<file path="config.mk">
export PLATFORM = sky130hd
export DESIGN_NAME = data_memory_sync
export DESIGN_NICKNAME = d
export VERILOG_FILES = /design/src/rtl/mem_pkg.sv /design/src/rtl/load_align_ext.sv /design/src/rtl/data_memory_sync.sv
export SDC_FILE = /design/constraint.sdc
export NUM_CORES = 1
export LEC_CHECK = 0
export BUFFER_PORTS_ARGS = -buffer_cell sky130_fd_sc_hd__clkbuf_2
export CORE_MARGIN = 5
export CORE_UTILIZATION = 58
export DETAILED_ROUTE_END_ITERATION = 8
export GPL_TIMING_DRIVEN = 0
export PLACE_DENSITY = 0.86
export RECOVER_POWER = 100
export SYNTH_ARGS = -nofsm -noshare
export SYNTH_HDL_FRONTEND = slang
export SYNTH_SLANG_ARGS = --single-unit
</file>
<file path="constraint.sdc">
create_clock -name clk -period 5.9 [get_ports clk]
set_input_delay 0.885 -clock clk [delete_from_list [all_inputs] [get_ports clk]]
set_output_delay 0.885 -clock clk [all_outputs]
set_load 0.005 [all_outputs]
</file>
<file path="src/rtl/mem_pkg.sv">
// Shared encodings for the MEM-stage data memory: access sizes, FSM states,
// and the legality rule used by both the memory and the decoder.
package mem_pkg;

    localparam logic [1:0] SIZE_BYTE = 2'b00;
    localparam logic [1:0] SIZE_HALF = 2'b01;
    localparam logic [1:0] SIZE_WORD = 2'b10;
    localparam logic [1:0] SIZE_RSVD = 2'b11;

    typedef enum logic {
        ST_CLEAR = 1'b0,
        ST_IDLE  = 1'b1
    } mem_state_e;

    // True when the access size is defined and the byte offset is naturally aligned.
    function automatic logic access_legal(input logic [1:0] size, input logic [1:0] lo);
        logic ok;
        ok = 1'b0;
        case (size)
            SIZE_BYTE: ok = 1'b1;
            SIZE_HALF: ok = (lo[0] == 1'b0);
            SIZE_WORD: ok = (lo == 2'b00);
            default:   ok = 1'b0;
        endcase
        return ok;
    endfunction

endpackage

</file>
<file path="src/rtl/load_align_ext.sv">
// Picks the addressed byte/half/word out of a memory word and sign- or
// zero-extends it to 32 bits.
module load_align_ext
    import mem_pkg::*;
(
    input  logic [31:0] word,
    input  logic [1:0]  lo,
    input  logic [1:0]  size,
    input  logic        load_unsigned,
    output logic [31:0] result
);

    logic [7:0]  byte_sel;
    logic [15:0] half_sel;

    always_comb begin
        byte_sel = 8'h00;
        case (lo)
            2'd0: byte_sel = word[7:0];
            2'd1: byte_sel = word[15:8];
            2'd2: byte_sel = word[23:16];
            2'd3: byte_sel = word[31:24];
            default: byte_sel = 8'h00;
        endcase
        half_sel = lo[1] ? word[31:16] : word[15:0];
    end

    always_comb begin
        result = 32'h0;
        case (size)
            SIZE_BYTE: result = {{24{byte_sel[7] & ~load_unsigned}}, byte_sel};
            SIZE_HALF: result = {{16{half_sel[15] & ~load_unsigned}}, half_sel};
            SIZE_WORD: result = word;
            default:   result = 32'h0;
        endcase
    end

endmodule

</file>
<file path="src/rtl/data_memory_sync.sv">
// Byte-addressed MEM-stage data memory: lane-enabled stores, registered
// sign/zero-extended loads, access error pulses and a zeroing FSM after reset.
module data_memory_sync
    import mem_pkg::*;
#(
    parameter int DEPTH          = 16,
    parameter int ADDR_W         = 32,
    parameter int CLEAR_ON_RESET = 1
) (
    input  logic              clk,
    input  logic              rst,
    input  logic              mem_read,
    input  logic              mem_write,
    input  logic [ADDR_W-1:0] addr,
    input  logic [31:0]       wdata,
    input  logic [1:0]        size,
    input  logic              load_unsigned,
    output logic              ready,
    output logic              rdata_valid,
    output logic [31:0]       rdata,
    output logic              access_err,
    output logic              busy
);

    localparam int               IDX_W    = (DEPTH > 1) ? $clog2(DEPTH) : 1;
    localparam logic [IDX_W-1:0] LAST_IDX = IDX_W'(DEPTH - 1);

    logic [31:0] mem_q [DEPTH];

    mem_state_e  state_q, state_d;
    logic [IDX_W-1:0] clr_idx_q, clr_idx_d;

    logic        rd_vld_q,  rd_vld_d;
    logic        rd_ok_q,   rd_ok_d;
    logic        err_q,     err_d;
    logic [31:0] rd_word_q, rd_word_d;
    logic [1:0]  rd_lo_q,   rd_lo_d;
    logic [1:0]  rd_size_q, rd_size_d;
    logic        rd_uns_q,  rd_uns_d;

    logic [IDX_W-1:0] idx;
    logic [1:0]       lo;
    logic             legal;
    logic             accept;

    logic             wr_en;
    logic [IDX_W-1:0] wr_idx;
    logic [3:0]       wr_be;
    logic [31:0]      wr_data;

    logic [31:0] ext_word;

    // Upper address bits are deliberately ignored so the index wraps.
    logic unused_addr;
    assign unused_addr = ^addr[ADDR_W-1:IDX_W+2];

    assign idx    = addr[IDX_W+1:2];
    assign lo     = addr[1:0];
    assign legal  = access_legal(size, lo);
    assign accept = (state_q == ST_IDLE) && !rst;

    // ------------------------------------------------------------------
    // Control FSM: CLEAR walks every index once, then parks in IDLE.
    // ------------------------------------------------------------------
    always_comb begin
        state_d   = state_q;
        clr_idx_d = clr_idx_q;
        if (state_q == ST_CLEAR) begin
            clr_idx_d = clr_idx_q + IDX_W'(1);
            if (clr_idx_q == LAST_IDX) begin
                state_d   = ST_IDLE;
                clr_idx_d = '0;
            end
        end
    end

    always_ff @(posedge clk) begin
        if (rst) begin
            state_q   <= (CLEAR_ON_RESET != 0) ? ST_CLEAR : ST_IDLE;
            clr_idx_q <= '0;
        end else begin
            state_q   <= state_d;
            clr_idx_q <= clr_idx_d;
        end
    end

    // ------------------------------------------------------------------
    // Write port: shared by the clear sweep and legal stores.
    // ------------------------------------------------------------------
    always_comb begin
        wr_en   = 1'b0;
        wr_idx  = idx;
        wr_be   = 4'b0000;
        wr_data = 32'h0;
        if (!rst && state_q == ST_CLEAR) begin
            wr_en   = 1'b1;
            wr_idx  = clr_idx_q;
            wr_be   = 4'b1111;
            wr_data = 32'h0;
        end else if (accept && mem_write && !mem_read && legal) begin
            wr_en = 1'b1;
            // Data is replicated across lanes so the enables alone pick placement.
            case (size)
                SIZE_BYTE: begin
                    wr_be   = 4'b0001 << lo;
                    wr_data = {4{wdata[7:0]}};
                end
                SIZE_HALF: begin
                    wr_be   = lo[1] ? 4'b1100 : 4'b0011;
                    wr_data = {2{wdata[15:0]}};
                end
                default: begin
                    wr_be   = 4'b1111;
                    wr_data = wdata;
                end
            endcase
        end
    end

    always_ff @(posedge clk) begin
        if (wr_en) begin
            for (int b = 0; b < 4; b++) begin
                if (wr_be[b]) begin
                    mem_q[wr_idx][b*8 +: 8] <= wr_data[b*8 +: 8];
                end
            end
        end
    end

    // ------------------------------------------------------------------
    // Read / error capture. The raw word is registered; alignment and
    // extension happen after the register so outputs stay flop-driven.
    // ------------------------------------------------------------------
    always_comb begin
        rd_vld_d  = 1'b0;
        rd_ok_d   = 1'b0;
        err_d     = 1'b0;
        rd_word_d = rd_word_q;
        rd_lo_d   = rd_lo_q;
        rd_size_d = rd_size_q;
        rd_uns_d  = rd_uns_q;
        if (accept) begin
            if (mem_read && mem_write) begin
                err_d = 1'b1;
            end else if (mem_read) begin
                rd_vld_d  = 1'b1;
                rd_ok_d   = legal;
                err_d     = !legal;
                rd_word_d = mem_q[idx];
                rd_lo_d   = lo;
                rd_size_d = size;
                rd_uns_d  = load_unsigned;
            end else if (mem_write) begin
                err_d = !legal;
            end
        end
    end

    always_ff @(posedge clk) begin
        if (rst) begin
            rd_vld_q  <= 1'b0;
            rd_ok_q   <= 1'b0;
            err_q     <= 1'b0;
            rd_word_q <= 32'h0;
            rd_lo_q   <= 2'b00;
            rd_size_q <= SIZE_WORD;
            rd_uns_q  <= 1'b0;
        end else begin
            rd_vld_q  <= rd_vld_d;
            rd_ok_q   <= rd_ok_d;
            err_q     <= err_d;
            rd_word_q <= rd_word_d;
            rd_lo_q   <= rd_lo_d;
            rd_size_q <= rd_size_d;
            rd_uns_q  <= rd_uns_d;
        end
    end

    load_align_ext u_load_align_ext (
        .word          (rd_word_q),
        .lo            (rd_lo_q),
        .size          (rd_size_q),
        .load_unsigned (rd_uns_q),
        .result        (ext_word)
    );

    // Errored loads still pulse valid, but with zero data.
    assign rdata       = (rd_vld_q && rd_ok_q) ? ext_word : 32'h0;
    assign rdata_valid = rd_vld_q;
    assign access_err  = err_q;
    assign ready       = (state_q == ST_IDLE) && !rst;
    assign busy        = (state_q == ST_CLEAR);

endmodule

</file>
# After elaboration in Yosys (flattened, before gate mapping)
# Memories as Yosys holds them, arrays and structs flattened. A register that Yosys moved wholly into a read port is not among the register bits.
# Cells that the tools add are included.
op_classes:
  n_addsub: 1
  n_eq_ne: 8
  shift: 1
  n_mux: 34
  n_bitwise: 8
  reduce_logical: 18
ops:
  columns: ["operator", "count"]
  rows:
  - ["32-bit two-way mux", 3]
  - ["32-bit one-hot mux with 3 select lines", 1]
  - ["32-bit one-hot mux with 2 select lines", 1]
  - ["8-bit one-hot mux with 4 select lines", 1]
  - ["1-bit two-way mux", 20]
  - ["4-bit two-way mux", 5]
  - ["16-bit two-way mux", 1]
  - ["2-bit equality test (second input constant)", 4]
  - ["2-bit logical NOT", 4]
  - ["4-bit one-hot mux with 2 select lines", 1]
  - ["1-bit logical AND", 7]
  - ["2-bit by 1-bit equality test with 1-bit output (second input constant)", 3]
  - ["1-bit NOT", 6]
  - ["4-bit by 1-bit adder with 4-bit output (second input constant)", 1]
  - ["4-bit equality test (second input constant)", 1]
  - ["4-bit OR reduction", 1]
  - ["1-bit by 2-bit left shift with 4-bit output (first input constant)", 1]
  - ["1-bit logical NOT", 3]
  - ["1-bit one-hot mux with 3 select lines", 1]
  - ["3-bit AND reduction", 1]
  - ["3-bit OR reduction", 1]
  - ["1-bit bitwise AND", 2]
  - ["2-bit OR reduction", 1]
word_totals:
  ff_bits: 13
  mem_bits_rw: 512
  output_inout_bits: 36
  mem_count: 1
memory_table:
  columns: ["name", "words", "width", "rd", "rd_clocked_by_memory_dff", "wr", "line_no", "rtl"]
  rows:
  - ["mem_q", 16, 32, 1, 1, 1, "data_memory_sync.sv:28", "logic [31:0] mem_q [DEPTH];"]

# Longest topological paths before layout
# Gate-level depths: netlist of the first run.
depth:
  word_depth: 10
  mapped_depth: 7
  depth_no_buf: 5

# Modules after synthesis
# Synthesis of the first run repeated with hierarchy kept, for this count alone.
hier_totals:
  cells_unflattened: 1304
  area_unflattened_um2: 23083.4
modules_own_cells:
  columns: ["mod", "instances", "cells_each", "area_each_um2"]
  rows:
  - ["data_memory_sync", 1, 1180, 22024.9]
  - ["load_align_ext", 1, 124, 1058.5]

# Least setup slack after synthesis of the first run
# Ideal clock, no wire load.
synth_timing:
  path_kind: "input -> register"
  from: "input addr[2]"
  to: "memory mem_q[12][10] (enable)"
  setup_ps: 370
  arrival_ps: 2420
  required_ps: 5530
  setup_slack_ps: 3110
  cell_stages: 7
  n_path_buf: 3
  cell_sequence: "buf_6 buf_6 buf_6 or3b_1 a21oi_1 nand2_1 nor2_1"
synth_between:
  elab_chain_cells: 1
synth_rtl:
  columns: ["item", "line_no", "rtl"]
  rows:
  - ["start, declared", "data_memory_sync.sv:14", "input logic [ADDR_W-1:0] addr,"]
  - ["4-bit two-way mux", "data_memory_sync.sv:95", "if (!rst && state_q == ST_CLEAR) begin"]
  - ["end, declared", "data_memory_sync.sv:28", null]
# Every way passes these cells.

# Worst setup path after layout of the first run
layout_timing:
  from: "input addr[3]"
  to: "memory mem_q[3][28] (enable)"
# Same word-level chain as after synthesis.

==> summary.md, run 1 <==
| Metric | Value |
|---|---|
| Failing checks | capacitance limit, slew limit |
| DPL Wire Length | 38500 um |
| Worst path top cell family by delay | buffers and inverters |
| CP required | 6.08 ns |
| CP cell instances | clkbuf_1 > clkbuf_1 > clkbuf_1 > nand3_1 > a21oi_1 > nand2_1 > nor2_1 |
| Mean routed wirelength per cell | 29.6 um |
| Distinct cell type count after synthesis | 46 |
| Post-synth EDFFs | 512 |
| Vias/cell | 6.61 |
| CP Max Fanout | 10 |
| Postcts setup bufs | 0 |
| Worst path max stage delay | 1.03 ns |
| Final ANT Viol Nets | 0 |
| Adder-Cell Fraction of Synth Area | 0.0559% |
| CTS root buf | clkbuf_16 |
| Pleak | 8.73 nW |
| Fin worst setup slack | 1.49 ns |
| Post-synthesis compound-gate area fraction | 4.80% |
| Multiplexer area fraction after synthesis | 15.7% |
| Critical path class | input port to register |
| Ys Warns | 0 |
| Overall routing resource usage | 27.5% |
| First-pass GRT wire length | 84200 um |
| Initial Util | 58.3% |
| XOR/XNOR share of the synthesized area | 0.0391% |
| RSZ-0062 raised after global routing | false |
| CP Launch Type | input port |
| DP Area | 23400 um2 |
| Num Clock Sinks | 557 |
| # port buffers | 76 |
| Async S/R FF share, synth | 0% |
| Final min period | 4.41 ns |
| Syn Nets | 1325 |
| Cts repair resizes | 0 |
| Setup_tns | 0 ns |
| Setup Skew | 0.0163 ns |
| CTS tree | done |
| Final slew viol count | 25 |
| Share of layout cells above drive strength 1 | 20.7% |
| Maximum clock path buffer count | 3 |
| Initial antenna violation count | 2 |
| Final nets | 1456 |
| Routability congestion estimate | 0.976 |
| Hold buffers post-CTS | 0 |
| CP bufs+invs | 3 |
| Num rows | 72 |
| Final Non-Filler Cells | 1947 |
| Logic pwr share | 4.3% |
| # setup viols final | 0 |
| Insertion delay to the later sink of the worst-skew pair | 0.58 ns |
| Clock share of power | 42.7% |
| Cell Int Power | 6.46 mW |
| Tcrit/Tclk final | 74.8% |
| Simple-gate share of the synthesized area | 5.00% |
| Cell area after layout | 25100 um2 |
| Worst-Margin Slew | 1.57 ns |
| Via count | 12900 |
| Seq/Total Area, Yosys | 72.7% |
| Largest family of logic cells by synthesized area | multiplexers |
| Sequential Power Share | 53.0% |
| Fmax | 227 MHz |
| Cell mode on critical path | clkbuf_1 |
| Final number of hold-violating endpoints | 0 |
| Final wirelength | 57700 um |
| Mapped Area | 22400 um2 |
| Reg clk slew, reported paths | 0.06 ns |
| Worst EP arrival | 4.60 ns |
| H-tree depth | 2 |
| CP max-delay cell | nor2_1 |
| Slew margin rel. | -4.66% |
| Chip Width | 206 um |
| Peak VDD IR | 264 uV |
| Die area | 42600 um2 |
| Total grt overflow | 0 |
| Crit end category | register |
| CTS Buf Count | 53 |
| Placed cell count | 1847 |
| Primary FF master, synth | edfxtp_1 |
| Syn Area/Cell | 17.9 um2 |
| Die Span Y | 206 um |
| Pre-CTS setup slack | 1.92 ns |
| Area Growth Syn to Fin | 12.3% |
| Drt first pass iters | 9 |
| Net Sw Power | 1.66 mW |
| Switching fraction of total power | 20.4% |
| Iter 0 DRT Violations | 1921 |
| Worst min path class | register to register |
| Drt drc | 0 |
| Power Density | 323 nW/um2 |
| Max Cap Viol | 2 |
| Core outline area | 38400 um2 |
| Status | finished with violations |
| Synth Register Bits | 557 |
| Largest net degree at the start of global routing | 17 |
| Cells after Synth | 1253 |
| Vias in the first global route | 13000 |
| IO Count | 107 |
==> area by class of cell <==
cell class | instances | area (um2)
inverters | 6 | 22.5
well taps | 518 | 648
flip-flops and latches | 557 | 16300
multi-input cells | 612 | 5730
plain buffers | 78 | 337
repair buffers | 76 | 359
diodes | 2 | 5.00
clock buffers | 76 | 1470
clock inverters | 22 | 304
fillers | 2509 | 13200
==> sequential cells by signal, summed over array words and instances, names as in the netlist <==
| name | count |
|---|---|
| rd_lo_q | 2 |
| rd_word_q | 32 |
| rd_ok_q | 1 |
| clr_idx_q | 4 |
| state_q | 1 |
| rdata_valid | 1 |
| rd_uns_q | 1 |
| mem_q | 512 |
| rd_size_q | 2 |
| access_err | 1 |
==> synth_stat cells (12+ instances only) <==
library cell  instances  area share [%]
dfxtp_1              45             4.0
a22oi_1              44             1.5
nand2_1              89             1.5
o21ai_0              12            0.27
edfxtp_1            512              69
o211ai_1             29            0.97
clkbuf_1             46            0.77
mux4_2              129              13
nand3_1              13            0.29
mux2i_1              50             2.2
nor2_1              103             1.7
a21oi_1              63             1.4
buf_2                18            0.40
==> power by group through the flow <==
stage / Clock (mW) / Sequential, mW / Combinational (mW)
after floorplan: 0 / 4.38 / 0.216
after global placement: 0 / 4.38 / 0.329
after detailed placement: 0 / 4.39 / 0.337
after CTS: 3.48 / 4.30 / 0.341
after global routing: 3.65 / 4.30 / 0.362
final: 3.46 / 4.30 / 0.349
==> routing by layer <==
layer	up-vias	part of all wire, %	track usage [%]
met5	-	0	0.476
met3	211	14	9.49
met1	6452	35	36.2
met4	0	5.1	11.4
met2	917	46	42.3
li1	5290	-	-
==> kinds of logic (layout without fill, tap and decap cells) <==
group	after synthesis	in the layout
xor gates and xnor gates	1	1
DFF	557	557
adders and majority gates	1	1
AOI/OAI and AO/OA	167	167
and+or+nand+nor	254	254
other	0	2
muxes	189	189
buffers and inverters	84	258
==> through the flow <==
stage	power, mW	hold WS, ns	utilization (%)
after floorplan	4.60	0.442	-
after global placement	4.71	0.471	61.0
after detailed placement	4.72	0.476	61.0
after CTS	8.13	0.491	65.6
after global routing	8.32	0.526	65.5
final	8.11	0.488	65.5
==> worst reg2reg max path, stage by stage, from the launching register on <==
cell and delay [ns]:
dfxtp_1 0.33, clkbuf_1 0.30, clkinv_1 0.34, or3_1 0.44, clkbuf_1 0.17, clkbuf_1 0.33
a21oi_1 1.27
==> cells in the final DEF (no fill, tap or decap), types with 3 or more instances in the layout <==
cell / instances
o21ai_0: 13
buf_2: 11
nor2_1: 103
nand2_1: 89
a31oi_1: 5
buf_6: 3
clkinvlp_4: 4
or3_1: 5
o21a_1: 3
a21oi_1: 63
a22oi_1: 44
dfxtp_1: 45
o211ai_1: 29
clkbuf_16: 55
buf_1: 6
mux2i_1: 50
nor3b_1: 3
clkinv_1: 4
inv_1: 4
bufinv_16: 7
a32oi_1: 3
nor3_1: 4
clkinv_2: 6
mux2_2: 9
clkbuf_1: 93
nand3b_1: 8
edfxtp_1: 512
nand3_1: 13
mux4_2: 129
clkbuf_2: 59
and2_0: 8
nor2b_1: 9
==> worst paths after layout <==
kind | start | endpoint | slack [ns] | depth (start not counted)
hold reg to reg | rd_word_q[6] | rd_word_q[6] | 0.49 | 2
setup / recovery | addr[3] | mem_q[3][28] | 1.49 | 7
setup reg to reg | state_q | mem_q[2][12] | 2.28 | 6
hold / removal | rd_word_q[6] | rd_word_q[6] | 0.49 | 2
No activity file was read; power rests on OpenSTA's default activity.
==> inputs of run 2 (changes only) <==
==> constraint.sdc (replaced) <==
create_clock -name clk -period 4.1 [get_ports clk]
set_input_delay 0.615 -clock clk [delete_from_list [all_inputs] [get_ports clk]]
set_output_delay 0.615 -clock clk [all_outputs]
set_load 0.005 [all_outputs]
==> summary.md, run 2 (synthesis gave the netlist of run 1 again) <==
| Metric | Value |
|---|---|
| Cts repair resizes | 0 (unchanged) |
| Initial Util | 58.3% (unchanged) |
| Worst-case reg-to-reg path depth | 6 (unchanged) |
| Setup_tns | 0 ns (unchanged) |
| Failing checks | capacitance limit, slew limit |
| Die area | 42600 um2 (unchanged) |
| Reg2reg end | mem_q[14][12] |
| CTS root buf | clkbuf_16 |
| Num Clock Sinks | 557 (unchanged) |
| Vias in the first global route | 13000 (unchanged) |
| Clock share of power | 42.6% (about the same) |
| CP Launch Type | input port |
| Iter 0 DRT Violations | 2036 (+6.0%) |
| Pleak | 8.74 nW (about the same) |
| Net Sw Power | 2.38 mW (+43%) |
| Sequential Power Share | 53.1% (about the same) |
| CTS Buf Count | 53 (unchanged) |
| Final nets | 1456 (unchanged) |
| Drt drc | 0 (unchanged) |
| Most frequent cells in the layout | edfxtp_1 (512), mux4_2 (129), nor2_1 (103), clkbuf_1 (90), nand2_1 (89) |
| Share of layout cells above drive strength 1 | 20.9% (+0.21 points) |
| Final wirelength | 57600 um (-0.16%) |
| Tcrit/Tclk final | 88.3% |
| CP Depth | 7 (unchanged) |
| CP Max Fanout | 10 (unchanged) |
| CP bufs+invs | 3 (unchanged) |
| CP max-delay cell | nor2_1 |
| Switching fraction of total power | 20.4% (-0.056 points) |
| Insertion delay to the later sink of the worst-skew pair | 0.58 ns (about the same) |
| CTS tree | done |
| Via count | 12800 (-0.28%) |
| Setup Skew | 0.0162 ns (-0.000121 ns) |
| Largest Register | mem_q |
| Maximum clock path buffer count | 3 (unchanged) |
| Fmax | 276 MHz |
| Slew margin rel. | -3.65% (+1.0 points) |
| Worst r2r src | state_q |
| Most common cell after layout, fill and taps aside | edfxtp_1 |
| Total grt overflow | 0 (unchanged) |
| Power Density | 464 nW/um2 (+44%) |
| Flop-to-flop setup slack | 0.49 ns (-1.79 ns) |
| Overall routing resource usage | 27.5% (unchanged) |
| H-tree depth | 2 (unchanged) |
| CP required | 4.29 ns (-1.79 ns) |
| Die Span Y | 206 um (unchanged) |
| Util after Layout | 65.5% (about the same) |
| Max Cap Viol | 1 (-1) |
| Drt first pass iters | 6 (-3) |
| Cell Int Power | 9.29 mW (+44%) |
| Crit end category | register |
| DPL Wire Length | 38500 um (unchanged) |
| Fin worst setup slack | 0.479 ns (-1.01 ns) |
| Peak VDD IR | 381 uV (+44%) |
| Worst EP arrival | 3.81 ns (-0.79 ns) |
| IO Count | 107 (unchanged) |
| Hold buffers post-CTS | 0 (unchanged) |
| Largest register FFs | 512 (unchanged) |
| Cell mode on critical path | clkbuf_1 |
| RSZ-0062 raised after global routing | false |
| Core outline area | 38400 um2 (unchanged) |
| CP cell instances | clkbuf_1 > clkbuf_1 > clkbuf_1 > nand3b_1 > a21oi_1 > nand2_1 > nor2_1 |
| Status | finished with violations |
| Worst min path class | input port to register |
| Chip Width | 206 um (unchanged) |
| First-pass GRT wire length | 84200 um (unchanged) |
| Logic pwr share | 4.3% (about the same) |
| Critical path class | input port to register |
| Routability congestion estimate | 0.976 (unchanged) |
| Worst path top cell family by delay | simple AND/OR/NAND/NOR gates |
| Worst-Margin Slew | 1.55 ns (-0.0150 ns) |
| Final ANT Viol Nets | 0 (unchanged) |
| Fin Hold WS | 0.280 ns (-0.208 ns) |
| Final slew viol count | 17 (-32%) |
| Vias/cell | 6.59 (-0.28%) |
| Final number of hold-violating endpoints | 0 (unchanged) |
| Mean routed wirelength per cell | 29.6 um (-0.16%) |
| Final Power | 11.7 mW (+44%) |
| Worst Hold Depth | 3 (+1) |
| Initial antenna violation count | 2 (unchanged) |
| # setup viols final | 0 (unchanged) |
| Setup crit end | mem_q[9][27] |
| Postcts setup bufs | 0 (unchanged) |
| Largest registers | mem_q (512), rd_word_q (32), clr_idx_q (4) |
| # port buffers | 76 (unchanged) |
| Pre-CTS setup slack | 0.387 ns (-1.53 ns) |
| Reg clk slew, reported paths | 0.06 ns (about the same) |
| Num rows | 72 (unchanged) |
| Worst path max stage delay | 0.98 ns (-0.05 ns) |
| Largest net degree at the start of global routing | 17 (unchanged) |
| Final min period | 3.62 ns |
| Area Growth Syn to Fin | 12.4% (about the same) |
| Crit path from | addr[3] |
## run 2: through the flow
step,std cells,cell area [um2]
2_1_floorplan,1253,22400
3_3_place_gp,1847,23400
3_5_place_dp,1847,23400
4_1_cts,1945,25200
5_1_grt,1946,25100
6_report,1947,25100
## run 2: per-layer routing
layer	GRT usage (%)	share of wire, %
met3	9.49	14
met4	11.4	5.2
met5	0.476	0.021
met1	36.2	35
met2	42.3	46
## run 2: how the worst min path moves through the flow
stage / to / start / slack, ns
after floorplan: rd_word_q[0] / rd_word_q[0] / 0.44
after global placement: rd_uns_q / rd_uns_q / 0.47
after detailed placement: rd_word_q[6] / rd_word_q[6] / 0.48
after CTS: rd_uns_q / load_unsigned / 0.26
after global routing: rd_uns_q / load_unsigned / 0.29
final: rd_uns_q / load_unsigned / 0.28
## run 2: power groups by stage
stage | registers (mW) | clock network, mW | logic, mW
after detailed placement | 6.31 | 0 | 0.485
final | 6.19 | 4.98 | 0.503
after floorplan | 6.30 | 0 | 0.311
after global placement | 6.31 | 0 | 0.473
after global routing | 6.19 | 5.26 | 0.522
after CTS | 6.19 | 5.01 | 0.491
## run 2: cell type report
type | instances | area, um2
Sequential cell | 557 | 16300
Clock buffer | 76 | 1470
Fill cell | 2512 | 13200
Timing Repair Buffer | 76 | 360
Clock inverter | 22 | 304
Tap cell | 518 | 648
Inverter | 6 | 22.5
Multi-Input combinational cell | 612 | 5730
Antenna cell | 2 | 5.00
Buffer | 78 | 339
## run 2: worst reg2reg max path, stage by stage (launching register included)
cell and delay [ns]:
dfxtp_1 0.33, clkbuf_1 0.29, clkinv_1 0.33, or3_1 0.44
clkbuf_1 0.17, clkbuf_1 0.33, a21oi_1 1.27
